### config.mk
export PLATFORM = sky130hd
export DESIGN_NAME = cond_commit
export DESIGN_NICKNAME = d
export VERILOG_FILES = /design/src/rtl/cond_commit.sv
export SDC_FILE = /design/constraint.sdc
export NUM_CORES = 1
export LEC_CHECK = 0
export ABC_AREA = 1
export CAP_MARGIN = 20
export CORE_UTILIZATION = 30
export CTS_BUF_LIST = sky130_fd_sc_hd__clkbuf_8
export DETAILED_ROUTE_END_ITERATION = 16
export GPL_TIMING_DRIVEN = 0
export SLEW_MARGIN = 20
export SYNTH_ARGS = -nofsm -noshare
export SYNTH_HDL_FRONTEND = slang
export SYNTH_SLANG_ARGS = --single-unit
### constraint.sdc
create_clock -name clk_i -period 2.9 [get_ports clk_i]
set_input_delay 0.87 -clock clk_i [delete_from_list [all_inputs] [get_ports clk_i]]
set_output_delay 0.87 -clock clk_i [all_outputs]
set_load 0.03 [all_outputs]
### src/rtl/cond_commit.sv
// cond_commit: commit stage of the multicycle ARM datapath.
//
// Holds the architectural NZCV register, evaluates the instruction condition field against it,
// and sequences register-file, memory and PC write enables. A long multiply (UMULL/SMULL) is
// committed as two single-port register writes, RdLo then RdHi, with busy_o stalling upstream.
//
// Ports:
//   clk_i, reset_i     clock (rising edge), asynchronous active-high reset
//   valid_in_i         execute-stage result valid (accepted only in idle)
//   cond_i             ARM condition field
//   flag_w_i           flag write enables: [1] = N,Z  [0] = C,V
//   alu_flags_i        {N,Z,C,V} from the ALU
//   result1_i/2_i      low/primary result, high result (long multiply)
//   long_mul_i         instruction is UMULL/SMULL
//   rd_lo_i, rd_hi_i   destination registers
//   reg_write_in_i, mem_write_in_i, pc_src_in_i   decoder write requests
//   reg_we_o, wa_o, wd_o                          register-file write port
//   mem_we_o, pc_we_o                             memory / PC write enables
//   busy_o             stall request
//   flags_o            architectural {N,Z,C,V}
//   cond_ex_o          condition pass of the last accepted instruction
module cond_commit #(
  parameter int unsigned DW = 32,
  parameter int unsigned RW = 4
) (
  input  logic          clk_i,
  input  logic          reset_i,
  input  logic          valid_in_i,
  input  logic [3:0]    cond_i,
  input  logic [1:0]    flag_w_i,
  input  logic [3:0]    alu_flags_i,
  input  logic [DW-1:0] result1_i,
  input  logic [DW-1:0] result2_i,
  input  logic          long_mul_i,
  input  logic [RW-1:0] rd_lo_i,
  input  logic [RW-1:0] rd_hi_i,
  input  logic          reg_write_in_i,
  input  logic          mem_write_in_i,
  input  logic          pc_src_in_i,
  output logic          reg_we_o,
  output logic [RW-1:0] wa_o,
  output logic [DW-1:0] wd_o,
  output logic          mem_we_o,
  output logic          pc_we_o,
  output logic          busy_o,
  output logic [3:0]    flags_o,
  output logic          cond_ex_o
);

  typedef enum logic [1:0] {StIdle, StCommit, StHi} state_e;

  state_e        state_q, state_d;
  logic [3:0]    flags_q, flags_d;
  logic          cond_ex_q, cond_ex_d;
  logic          reg_we_q, reg_we_d;
  logic [RW-1:0] wa_q, wa_d;
  logic [DW-1:0] wd_q, wd_d;
  logic          mem_we_q, mem_we_d;
  logic          pc_we_q, pc_we_d;
  logic          busy_q, busy_d;
  // RdHi address and data captured at accept, written one cycle after RdLo
  logic [RW-1:0] hi_wa_q, hi_wa_d;
  logic [DW-1:0] hi_wd_q, hi_wd_d;

  logic n_f, z_f, c_f, v_f;
  logic pass;

  assign {n_f, z_f, c_f, v_f} = flags_q;

  // Condition evaluation uses the flags as they stand before this instruction updates them.
  always_comb begin
    pass = 1'b0;
    unique case (cond_i)
      4'h0: pass = z_f;
      4'h1: pass = ~z_f;
      4'h2: pass = c_f;
      4'h3: pass = ~c_f;
      4'h4: pass = n_f;
      4'h5: pass = ~n_f;
      4'h6: pass = v_f;
      4'h7: pass = ~v_f;
      4'h8: pass = c_f & ~z_f;
      4'h9: pass = ~c_f | z_f;
      4'ha: pass = (n_f == v_f);
      4'hb: pass = (n_f != v_f);
      4'hc: pass = ~z_f & (n_f == v_f);
      4'hd: pass = z_f | (n_f != v_f);
      4'he: pass = 1'b1;
      4'hf: pass = 1'b0;
    endcase
  end

  always_comb begin
    state_d   = state_q;
    flags_d   = flags_q;
    cond_ex_d = cond_ex_q;
    reg_we_d  = 1'b0;
    mem_we_d  = 1'b0;
    pc_we_d   = 1'b0;
    busy_d    = 1'b0;
    wa_d      = wa_q;
    wd_d      = wd_q;
    hi_wa_d   = hi_wa_q;
    hi_wd_d   = hi_wd_q;

    case (state_q)
      StIdle: begin
        if (valid_in_i) begin
          state_d   = StCommit;
          cond_ex_d = pass;
          reg_we_d  = pass & reg_write_in_i;
          wa_d      = rd_lo_i;
          wd_d      = result1_i;
          mem_we_d  = pass & mem_write_in_i & ~long_mul_i;
          pc_we_d   = pass & pc_src_in_i & ~long_mul_i;
          busy_d    = pass & long_mul_i & reg_write_in_i;
          hi_wa_d   = rd_hi_i;
          hi_wd_d   = result2_i;
          if (pass) begin
            if (long_mul_i) begin
              // Long multiply sets N,Z from the 64-bit product; C,V are never touched.
              if (flag_w_i[1]) begin
                flags_d[3] = result2_i[DW-1];
                flags_d[2] = (result1_i == '0) && (result2_i == '0);
              end
            end else begin
              if (flag_w_i[1]) flags_d[3:2] = alu_flags_i[3:2];
              if (flag_w_i[0]) flags_d[1:0] = alu_flags_i[1:0];
            end
          end
        end
      end
      StCommit: begin
        if (busy_q) begin
          state_d  = StHi;
          reg_we_d = 1'b1;
          wa_d     = hi_wa_q;
          wd_d     = hi_wd_q;
        end else begin
          state_d = StIdle;
        end
      end
      StHi: begin
        state_d = StIdle;
      end
      default: begin
        state_d = StIdle;
      end
    endcase
  end

  always_ff @(posedge clk_i or posedge reset_i) begin
    if (reset_i) begin
      state_q   <= StIdle;
      flags_q   <= 4'b0000;
      cond_ex_q <= 1'b0;
      reg_we_q  <= 1'b0;
      wa_q      <= '0;
      wd_q      <= '0;
      mem_we_q  <= 1'b0;
      pc_we_q   <= 1'b0;
      busy_q    <= 1'b0;
      hi_wa_q   <= '0;
      hi_wd_q   <= '0;
    end else begin
      state_q   <= state_d;
      flags_q   <= flags_d;
      cond_ex_q <= cond_ex_d;
      reg_we_q  <= reg_we_d;
      wa_q      <= wa_d;
      wd_q      <= wd_d;
      mem_we_q  <= mem_we_d;
      pc_we_q   <= pc_we_d;
      busy_q    <= busy_d;
      hi_wa_q   <= hi_wa_d;
      hi_wd_q   <= hi_wd_d;
    end
  end

  assign reg_we_o  = reg_we_q;
  assign wa_o      = wa_q;
  assign wd_o      = wd_q;
  assign mem_we_o  = mem_we_q;
  assign pc_we_o   = pc_we_q;
  assign busy_o    = busy_q;
  assign flags_o   = flags_q;
  assign cond_ex_o = cond_ex_q;

endmodule

==> qor.yml, run 1 <==
sta:
  rsz0062_at_grt: "false"
  hold_viol: 0
  setup_ws_ns: 0.5540
  period_needed_ns: 2.346
  slew_headroom_pct: 60.32
  worst_pin_slew_ns: 0.5952
  worst_clock_skew_ns: 0.007577
  finalSetupViolations: 0
  fin_tns_setup_ns: 0
  fin_crit_sh_pct: 80.90
  fmax_ghz: 0.4263
  final_max_slew_viol_count: 0
synth:
  synth_area_um2: 3850
  synth_seq_cells: 83
  syn_inst: 498
  avgSynthCellArea_um2: 7.731
  syn-num-nets: 587
  synth-seq-area-share_pct: 53.95
  synth.distinct_cells: 24
  yosysWarnings: 0
critical_path:
  cp-end-kind: "output pin"
  cp_num_cells: 1
  critPathKind: "reg -> out"
  reg2reg_depth: 7
  cpLargestDelayFamily: "buffers and inverters"
  worstSetupStartpointType: "flop"
  cpPeakStageDelay_ns: 0.70
  r2r_slack_ns: 1.18
  reg2reg_from: "state_q[0]"
  critPathRequiredTime_ns: 2.03
  path_cells: "clkdlybuf4s50_1"
  startpoint: "flags_o[2]"
  worstPathArrival_ns: 1.48
  path_max_fanout: 5
  crit_path_end: "flags_o[2]"
  cp_slowest_cell: "clkdlybuf4s50_1"
  path_buf_inv: 1
  r2r-end: "wd_o[28]"
placement:
  place_ws_ns: 0.3581
  dp_cells: 806
  place_area_um2: 5475
  portBuffers: 133
  hpwl_um: 9196
  place_congestion: 0.8273
job:
  drv_cap: 0
final_layout:
  multi_input_area_um2: 1554
  final_cells: 822
  final_cell_mix: "nand2_1 (196), clkdlybuf4s50_1 (133), dfrtp_1 (83)"
  antenna_cells: 0
  drive_above_1_share_pct: 6.462
  syn2layout_area_growth_pct: 47.51
  final_common_cell: "nand2_1"
  fillers: 1263
  ff_latch_area_um2: 2077
  final_net_count: 734
  postLayoutCellArea_um2: 5679
floorplanning:
  core_area_um2: 12570
  die_w_um: 115.3
  die_height_um: 115.3
  dieArea_um2: 13290
  initial_core_util_pct: 30.63
  rows: 41
  io_pins: 134
clock_network:
  numClockSinks: 83
  clk_path_buf_depth: 2
  post-cts-setup-buffers: 0
  cts_root_buffer: "clkbuf_8"
  hold_buffers: 0
  worstSkewPairLatency_ns: 0.34
  cts_tree: "built"
  clk_pin_slew_ns: 0.08
  h-tree-depth: 3
  cts_resized: 0
  numCtsBuffers: 9
global_routing:
  grt_start_max_net_pins: 31
  grt_pass1_wl_um: 18370
  grt_pass1_vias: 3726
  grt.total_usage_pct: 18.25
  grt_overflow: 0
  antenna_found_initial: 0
power_and_ir_drop:
  power-per-cell-area_nw_per_um2: 604.7
  swShare_pct: 34.58
  finalPower_mw: 3.434
  p_leak_nw: 2.596
  p_comb_share_pct: 32.4
  power.switching_mw: 1.188
  p_int_mw: 2.247
  power_frac_seq_pct: 42.9
  peakVddDrop_uv: 293.3
  clkPwrFrac_pct: 24.7
detailed_routing:
  drtIter0Drc: 228
  drc: 0
  drtPass1Iterations: 5
  wirelength_um: 11750
  routedWlPerCell_um: 14.30
  ant_nets: 0
  via_per_inst: 4.622
  num_vias: 3799
run_status:
  outcome: "finished, final reports clean"
worst_hold_path:
  hold_class: "reg -> reg"
==> stage by stage <==
| step | util (%) | hold slack, ns |
|---|---|---|
| finish | 45.19 | 0.4842 |
| global route | 45.19 | 0.5111 |
| CTS | 45.19 | 0.4870 |
| detailed placement | 43.56 | 0.4654 |
| global placement | 42.97 | 0.4629 |
| floorplan | - | 0.4492 |
==> synthesized netlist by cell type <==
master | instances | area, um2
nor2_1 | 79 | 296.5
or2_1 | 1 | 6.260
clkbuf_1 | 7 | 26.28
buf_1 | 3 | 11.26
nand3_1 | 11 | 55.05
inv_2 | 1 | 3.750
a31oi_1 | 36 | 225.2
clkinv_1 | 1 | 3.750
o21ai_2 | 1 | 8.760
clkinv_2 | 1 | 5.000
nand3_2 | 2 | 20.02
nand2_4 | 2 | 22.52
a21oi_1 | 1 | 5.000
dfrtp_1 | 83 | 2077
nor3_2 | 1 | 10.01
nand2_1 | 196 | 735.7
nor2_2 | 1 | 6.260
nand4_1 | 6 | 37.54
nand2_2 | 2 | 12.51
inv_1 | 29 | 108.9
buf_2 | 12 | 60.06
nor3_1 | 2 | 10.01
o21ai_0 | 19 | 95.09
o21a_1 | 1 | 7.510
==> worst min path at each step <==
stage,from,end,slack (ns),cells after the start
finish,hi_wd_q[13],hi_wd_q[13],0.48,2
global route,hi_wd_q[6],hi_wd_q[6],0.51,2
CTS,hi_wd_q[13],hi_wd_q[13],0.49,2
detailed placement,hi_wa_q[0],hi_wa_q[0],0.47,2
global placement,hi_wd_q[0],hi_wd_q[0],0.46,2
floorplan,hi_wa_q[0],hi_wa_q[0],0.45,2
==> power by group through the flow <==
stage | Sequential [mW] | Clock, mW | Combinational (mW)
floorplan | 1.71 | 0 | 0.373
global placement | 1.49 | 0 | 1.09
detailed placement | 1.50 | 0 | 1.12
CTS | 1.48 | 0.877 | 1.12
global route | 1.50 | 0.924 | 1.21
finish | 1.47 | 0.848 | 1.11
==> layer usage <==
metal / track usage [%] / vias to the layer above / share of wire [%] / wire (um)
met1: 23.14 / 1792 / 44 / 5188
met4: 6.320 / 0 / 1.2 / 141
met2: 31.41 / 124 / 50 / 5822
met5: 0 / - / 0 / 0
li1: - / 1871 / - / -
met3: 3.110 / 12 / 5.1 / 598
==> final cells by class <==
class	count	area share, %
plain buffers	22	1.718
repair buffers	136	24.76
inverters	32	2.203
clock buffers	10	2.423
well taps	172	3.789
multi-input cells	361	27.36
clock inverters	6	1.168
flip-flops and latches	83	36.57
==> sequential cells by signal (all words and copies together) (netlist names), 2 cells and up <==
signal and count:
hi_wd_q 32, hi_wa_q 4, state_q 2, wd_o 32, wa_o 4, flags_o 4
==> tightest hold or removal path: stages, from the launching register on <==
cell	delay, ns
dfrtp_1	0.35
nand2_1	0.05
nand2_1	0.05
==> cells by family (layout without fill, tap and decap cells) <==
kind of cell           count (synthesis)  after routing  synth area share (%)
AND/OR/NAND/NOR                      303            303                 31.49
flip-flops                            83             83                 53.95
AO/OA/AOI/OAI                         58             58                 8.872
buffers and inverters                 54            206                 5.687
(Power assumes the default switching activity.)
==> inputs of run 2 (changes only) <==
- clock period: 2.9 -> 2.38 ns (I/O delays scaled with it)
==> results of run 2 <==
The final DEF is identical to that of run 1. Status: finished, final reports clean.
Main changes from that run: setup slack after placement 0.3581 ns -> -0.005862 ns; setup slack after layout 0.5540 ns -> 0.1900 ns; register-to-register setup slack 1.18 ns -> 0.66 ns; total power 3.434 mW -> 4.185 mW; worst IR drop on VDD 293.3 uV -> 357.4 uV
